### src/rtl/lsu_rmw.sv
// rtl/lsu_rmw.sv - load/store unit with read-modify-write for sub-word stores
//
// Purpose: turns byte/halfword/word loads and stores (RISC-V funct3 encoding,
// little-endian) into word accesses on a word-wide data memory. Sub-word
// stores read the word, merge the new lane and write it back; loads are
// sign- or zero-extended. Misaligned or illegal requests complete with err
// set and never touch memory.
//
// Ports:
//   clk, reset          clock, asynchronous active-high reset
//   req, we, funct3,    request handshake: captured in IDLE when req=1
//   addr, wdata
//   busy, done, err     status: busy while not IDLE, done one-cycle pulse,
//                       err qualified by done
//   rdata               extended load result, held until the next load
//   mem_we, mem_a,      data memory write enable, word address, write data
//   mem_wd
//   mem_rd              data memory read data (combinational on mem_a)
module lsu_rmw (
    input  logic        clk,
    input  logic        reset,
    input  logic        req,
    input  logic        we,
    input  logic [2:0]  funct3,
    input  logic [31:0] addr,
    input  logic [31:0] wdata,
    output logic        busy,
    output logic        done,
    output logic        err,
    output logic [31:0] rdata,
    output logic        mem_we,
    output logic [31:0] mem_a,
    output logic [31:0] mem_wd,
    input  logic [31:0] mem_rd
);

    localparam logic [1:0] IDLE  = 2'd0;
    localparam logic [1:0] READ  = 2'd1;
    localparam logic [1:0] WRITE = 2'd2;
    localparam logic [1:0] DONE  = 2'd3;

    logic [1:0]  state_q, state_d;
    // pend_q marks the IDLE cycle after capture, in which the captured
    // request is decoded; busy stays low during it.
    logic        pend_q;
    logic        we_q;
    logic [2:0]  f3_q;
    logic [31:0] addr_q;
    logic [31:0] wdata_q;
    logic [31:0] rdata_q;
    logic [31:0] wword_q;
    logic        err_q;

    logic        illegal, misaligned, bad;
    logic        word_store;
    logic [7:0]  rd_byte;
    logic [15:0] rd_half;
    logic [31:0] load_val;
    logic [31:0] merged;

    always_comb begin
        illegal    = (f3_q == 3'b011) || (f3_q == 3'b110) || (f3_q == 3'b111) ||
                     (we_q && f3_q[2]);
        misaligned = ((f3_q == 3'b001) && addr_q[0]) ||
                     ((f3_q == 3'b010) && (addr_q[1:0] != 2'b00));
        bad        = illegal || misaligned;
        word_store = we_q && (f3_q == 3'b010);
    end

    // Lane selection from the word read back from memory.
    always_comb begin
        case (addr_q[1:0])
            2'd0:    rd_byte = mem_rd[7:0];
            2'd1:    rd_byte = mem_rd[15:8];
            2'd2:    rd_byte = mem_rd[23:16];
            default: rd_byte = mem_rd[31:24];
        endcase
        rd_half = addr_q[1] ? mem_rd[31:16] : mem_rd[15:0];
        case (f3_q)
            3'b000:  load_val = {{24{rd_byte[7]}}, rd_byte};
            3'b001:  load_val = {{16{rd_half[15]}}, rd_half};
            3'b100:  load_val = {24'd0, rd_byte};
            3'b101:  load_val = {16'd0, rd_half};
            default: load_val = mem_rd;
        endcase
    end

    // Sub-word store merge: replace only the addressed lane(s).
    always_comb begin
        merged = mem_rd;
        if (f3_q == 3'b000) begin
            case (addr_q[1:0])
                2'd0:    merged[7:0]   = wdata_q[7:0];
                2'd1:    merged[15:8]  = wdata_q[7:0];
                2'd2:    merged[23:16] = wdata_q[7:0];
                default: merged[31:24] = wdata_q[7:0];
            endcase
        end else if (addr_q[1]) begin
            merged[31:16] = wdata_q[15:0];
        end else begin
            merged[15:0] = wdata_q[15:0];
        end
    end

    always_comb begin
        state_d = state_q;
        case (state_q)
            IDLE: begin
                if (pend_q) begin
                    if (bad)             state_d = DONE;
                    else if (word_store) state_d = WRITE;
                    else                 state_d = READ;
                end
            end
            READ:    state_d = we_q ? WRITE : DONE;
            WRITE:   state_d = DONE;
            default: state_d = IDLE;
        endcase
    end

    always_ff @(posedge clk or posedge reset) begin
        if (reset) begin
            state_q <= IDLE;
            pend_q  <= 1'b0;
            we_q    <= 1'b0;
            f3_q    <= 3'd0;
            addr_q  <= 32'd0;
            wdata_q <= 32'd0;
            rdata_q <= 32'd0;
            wword_q <= 32'd0;
            err_q   <= 1'b0;
        end else begin
            state_q <= state_d;
            if (state_q == IDLE) begin
                if (pend_q) begin
                    pend_q <= 1'b0;
                    err_q  <= bad;
                    if (!bad && word_store) wword_q <= wdata_q;
                end else if (req) begin
                    pend_q  <= 1'b1;
                    we_q    <= we;
                    f3_q    <= funct3;
                    addr_q  <= addr;
                    wdata_q <= wdata;
                end
            end
            if (state_q == READ) begin
                if (we_q) wword_q <= merged;
                else      rdata_q <= load_val;
            end
        end
    end

    always_comb begin
        busy   = (state_q != IDLE);
        done   = (state_q == DONE);
        err    = done && err_q;
        rdata  = rdata_q;
        // Gating with reset keeps an aborted WRITE from landing in memory.
        mem_we = (state_q == WRITE) && !reset;
        mem_a  = ((state_q == READ) || (state_q == WRITE)) ? {addr_q[31:2], 2'b00} : 32'd0;
        mem_wd = (state_q == WRITE) ? wword_q : 32'd0;
    end

endmodule

### config.mk
export PLATFORM = sky130hd
export DESIGN_NAME = lsu_rmw
export DESIGN_NICKNAME = d
export VERILOG_FILES = /design/src/rtl/lsu_rmw.sv
export SDC_FILE = /design/constraint.sdc
export NUM_CORES = 1
export LEC_CHECK = 0
export ABC_AREA = 1
export BUFFER_PORTS_ARGS = -buffer_cell sky130_fd_sc_hd__buf_2
export CELL_PAD_IN_SITES_DETAIL_PLACEMENT = 0
export CELL_PAD_IN_SITES_GLOBAL_PLACEMENT = 1
export CORE_UTILIZATION = 39
export CTS_CLUSTER_DIAMETER = 150
export DETAILED_ROUTE_END_ITERATION = 10
export PLACE_DENSITY_LB_ADDON = 0.1
export SYNTH_ARGS = -nofsm -noshare
export SYNTH_HDL_FRONTEND = slang
export SYNTH_SLANG_ARGS = --single-unit
### constraint.sdc
create_clock -name clk -period 5.9 [get_ports clk]
set_clock_uncertainty 0.1 [all_clocks]
set_input_delay 0.59 -clock clk [delete_from_list [all_inputs] [get_ports clk]]
set_output_delay 0.59 -clock clk [all_outputs]
set_load 0.01 [all_outputs]
==> metrics.yaml <==
maxSlewViolCount: 0
netlist_instances: 1079
netlist.top_cell.by_area: "dfrtp_1"
pwr-share-clk_pct: 20.3
worst_setup_path_end_kind: "output pin"
detail_route.wl_per_cell_um: 16.39
yosys_warnings: 0
synth.distinct_cells: 28
tns_ns: 0
cts_root_buf: "clkbuf_16"
synth_area_per_cell_um2: 7.455
synth_xor_area_share_pct: 0
fillerInstances: 2166
drt_pass1_iterations: 5
die_height_um: 145.6
post-place-ws_ns: 3.005
power.static_leakage_uw: 0.005493
fin_ws_ns: 3.002
max_clock_freq_mhz: 345.1
drtIter0Drc: 590
setup-violations-final: 0
clk_path_buf_depth: 2
edff_count_synth: 0
synth_top_family_by_area: "simple AND/OR/NAND/NOR gates"
grtUsageTotal_pct: 24.02
floorplan.rows: 52
timing.hold.worst.class: "in -> async"
share_seq_of_total_power_pct: 30.8
grt_antenna_before_repair: 0
wirelength_um: 24870
synth_top_area_share_pct: 42.31
sw_frac_of_total_pct: 45.07
placement.io_buffers: 200
die_x_um: 145.6
clock_sinks: 136
final_util_pct: 47.61
power.density_cell_area_nw_per_um2: 560.2
ff2ff_setup_slack_ns: 3.03
core-area_um2: 20230
status: "finished clean"
critical_path.reg2reg.startpoint: "f3_q[0]"
post_synth_main_area_contributors: "dfrtp_1, nand2_1, inv_1"
timing.rr.end: "rdata[24]"
worst_voltage_drop_across_the_vdd_grid_v: 0.0003280
cp_startpoint_kind: "register"
floorplan.die_area_um2: 21200
worst-r2r-cell-count: 7
path_class: "reg -> out"
cts_post_setup_buffers_inserted: 0
power.share.combinational_pct: 48.9
ioPinCount: 203
tritoncts: "yes"
most_frequent_standard_cell_in_the_layout_excluding_fill_and_tap_cells: "nand2_1"
cts_hold_buffers: 0
power_report.internal_total_uw: 2965
cts_resized: 0
timing.final.crit_share_pct: 49.11
cts_inserted_buffers: 17
mostFrequentLayoutCells: "nand2_1, buf_2, inv_1"
synth-simple-area-share_pct: 23.64
dp.final_hpwl_um: 17430
num_vias: 7573
cp.arrival_ns: 2.21
grt_first_pass_wirelength_um: 39560
finalHoldViolations: 0
worst-endpoint-required_ns: 5.21
grt_pass1_vias: 6964
synth-adder-area-share_pct: 0.6222
worstPathMaxFanout: 31
clk_pin_slew_ns: 0.06
synth_top_flop_cell: "dfrtp_1"
drive_above_1_share_pct: 23.60
max_slew.worst_pin.slew_ns: 1.066
grt_start_max_net_pins: 101
rsz_0062_raised_after_global_routing: "no"
initial_core_util_pct: 39.75
slew_headroom_pct: 28.86
worstSkewPairLatency_ns: 0.43
globalRouteOverflowTotal: 0
netlist_area_um2: 8044
ant_nets: 0
seq_cells_post_synth: 136
cts.htree.levels: 4
place_congestion: 0.7886
drcViolationCount: 0
postSynth.asyncResetShare_pct: 100.0
p_switching_uw: 2432
yosys-mux-area-fraction_pct: 4.340
synth.yosys.seq_area_share_pct: 42.31
maxCapViolCount: 0
final_nets: 1340
final_period_minus_worst_setup_slack_ns: 2.898
avgViaCountPerCell: 4.992
synthToLayoutAreaGrowth_pct: 19.77
synth_compound_gate_area_share_pct: 15.21
-- how the worst max path moves through the flow --
stage | from | endpoint | slack [ns] | depth (start not counted)
2_1_floorplan | reset | addr_q[0] | 1.57 | 1
3_3_place_gp | f3_q[0] | rdata[28] | 3.06 | 7
3_5_place_dp | f3_q[0] | rdata[24] | 3.00 | 7
4_1_cts | state_q[0] | mem_a[29] | 2.92 | 5
5_1_grt | f3_q[0] | rdata[30] | 2.72 | 7
6_report | state_q[0] | mem_a[29] | 3.00 | 5
-- flip-flops by register name (all words and copies together), names as in the netlist --
signal,count
addr_q,32
err_q,1
f3_q,3
pend_q,1
rdata,32
state_q,2
wdata_q,32
we_q,1
wword_q,32
-- routing by layer --
layer  part of all wire, %  global-route usage, %  up-vias
li1                      -                      -     3765
met1                    47                  35.16     3569
met2                    45                  36.08      213
met3                   6.5                  4.953       26
met4                   1.3                  6.105        0
met5                     0                      0        -
-- metrics by stage --
| stage | hold WS, ns | cell area (µm²) | total power, µW | std cells |
|---|---|---|---|---|
| after floorplan | 0.3534 | 8048 | 3532 | 1080 |
| after global placement | 0.3593 | 9036 | 4312 | 1484 |
| after detailed placement | 0.3620 | 9036 | 4345 | 1484 |
| after CTS | 0.2731 | 9632 | 5458 | 1516 |
| after global routing | 0.2733 | 9632 | 5863 | 1516 |
| final | 0.2731 | 9634 | 5397 | 1517 |
-- Yosys cell counts, drive strengths merged (4+ instances only) --
library cell	number
nand2	292
inv	184
dfrtp	136
a21oi	79
o21ai	68
o211ai	63
nand3	61
buf	55
nor2	52
nand4	33
mux2	31
clkbuf	19
ha	4
-- power groups by stage --
stage / Combinational (µW) / Clock (µW) / Sequential, µW
6_report: 2640 / 1100 / 1660
4_1_cts: 2680 / 1120 / 1660
2_1_floorplan: 1880 / 0 / 1660
3_5_place_dp: 2670 / 0 / 1670
5_1_grt: 2990 / 1160 / 1720
3_3_place_gp: 2640 / 0 / 1670
-- critical path, stage by stage (launching register included) --
cell	delay [ns]
dfrtp_1	0.40
inv_1	0.08
ha_1	0.95
nand2_1	0.13
inv_1	0.09
buf_2	0.13
-- final cells by class --
type,count,area [µm²],share of cell area [%]
repair buffers,208,1061,11.01
clock inverters,15,170.2,1.766
flip-flops and latches,136,3405,35.34
well taps,270,337.8,3.506
diodes,1,2.502,0.02597
inverters,184,695.7,7.221
clock buffers,17,425.4,4.416
multi-input cells,686,3537,36.71
-- cell families (layout without fill, tap and decap cells) --
group                    Yosys count  count (layout)
adder cells (fa/ha/maj)            4               4
flip-flops                       136             136
multiplexers                      31              31
AND/OR/NAND/NOR                  439             439
AO/OA/AOI/OAI                    210             210
other                              1               3
buffers and inverters            258             424
No activity file was read; power rests on OpenSTA's default activity.
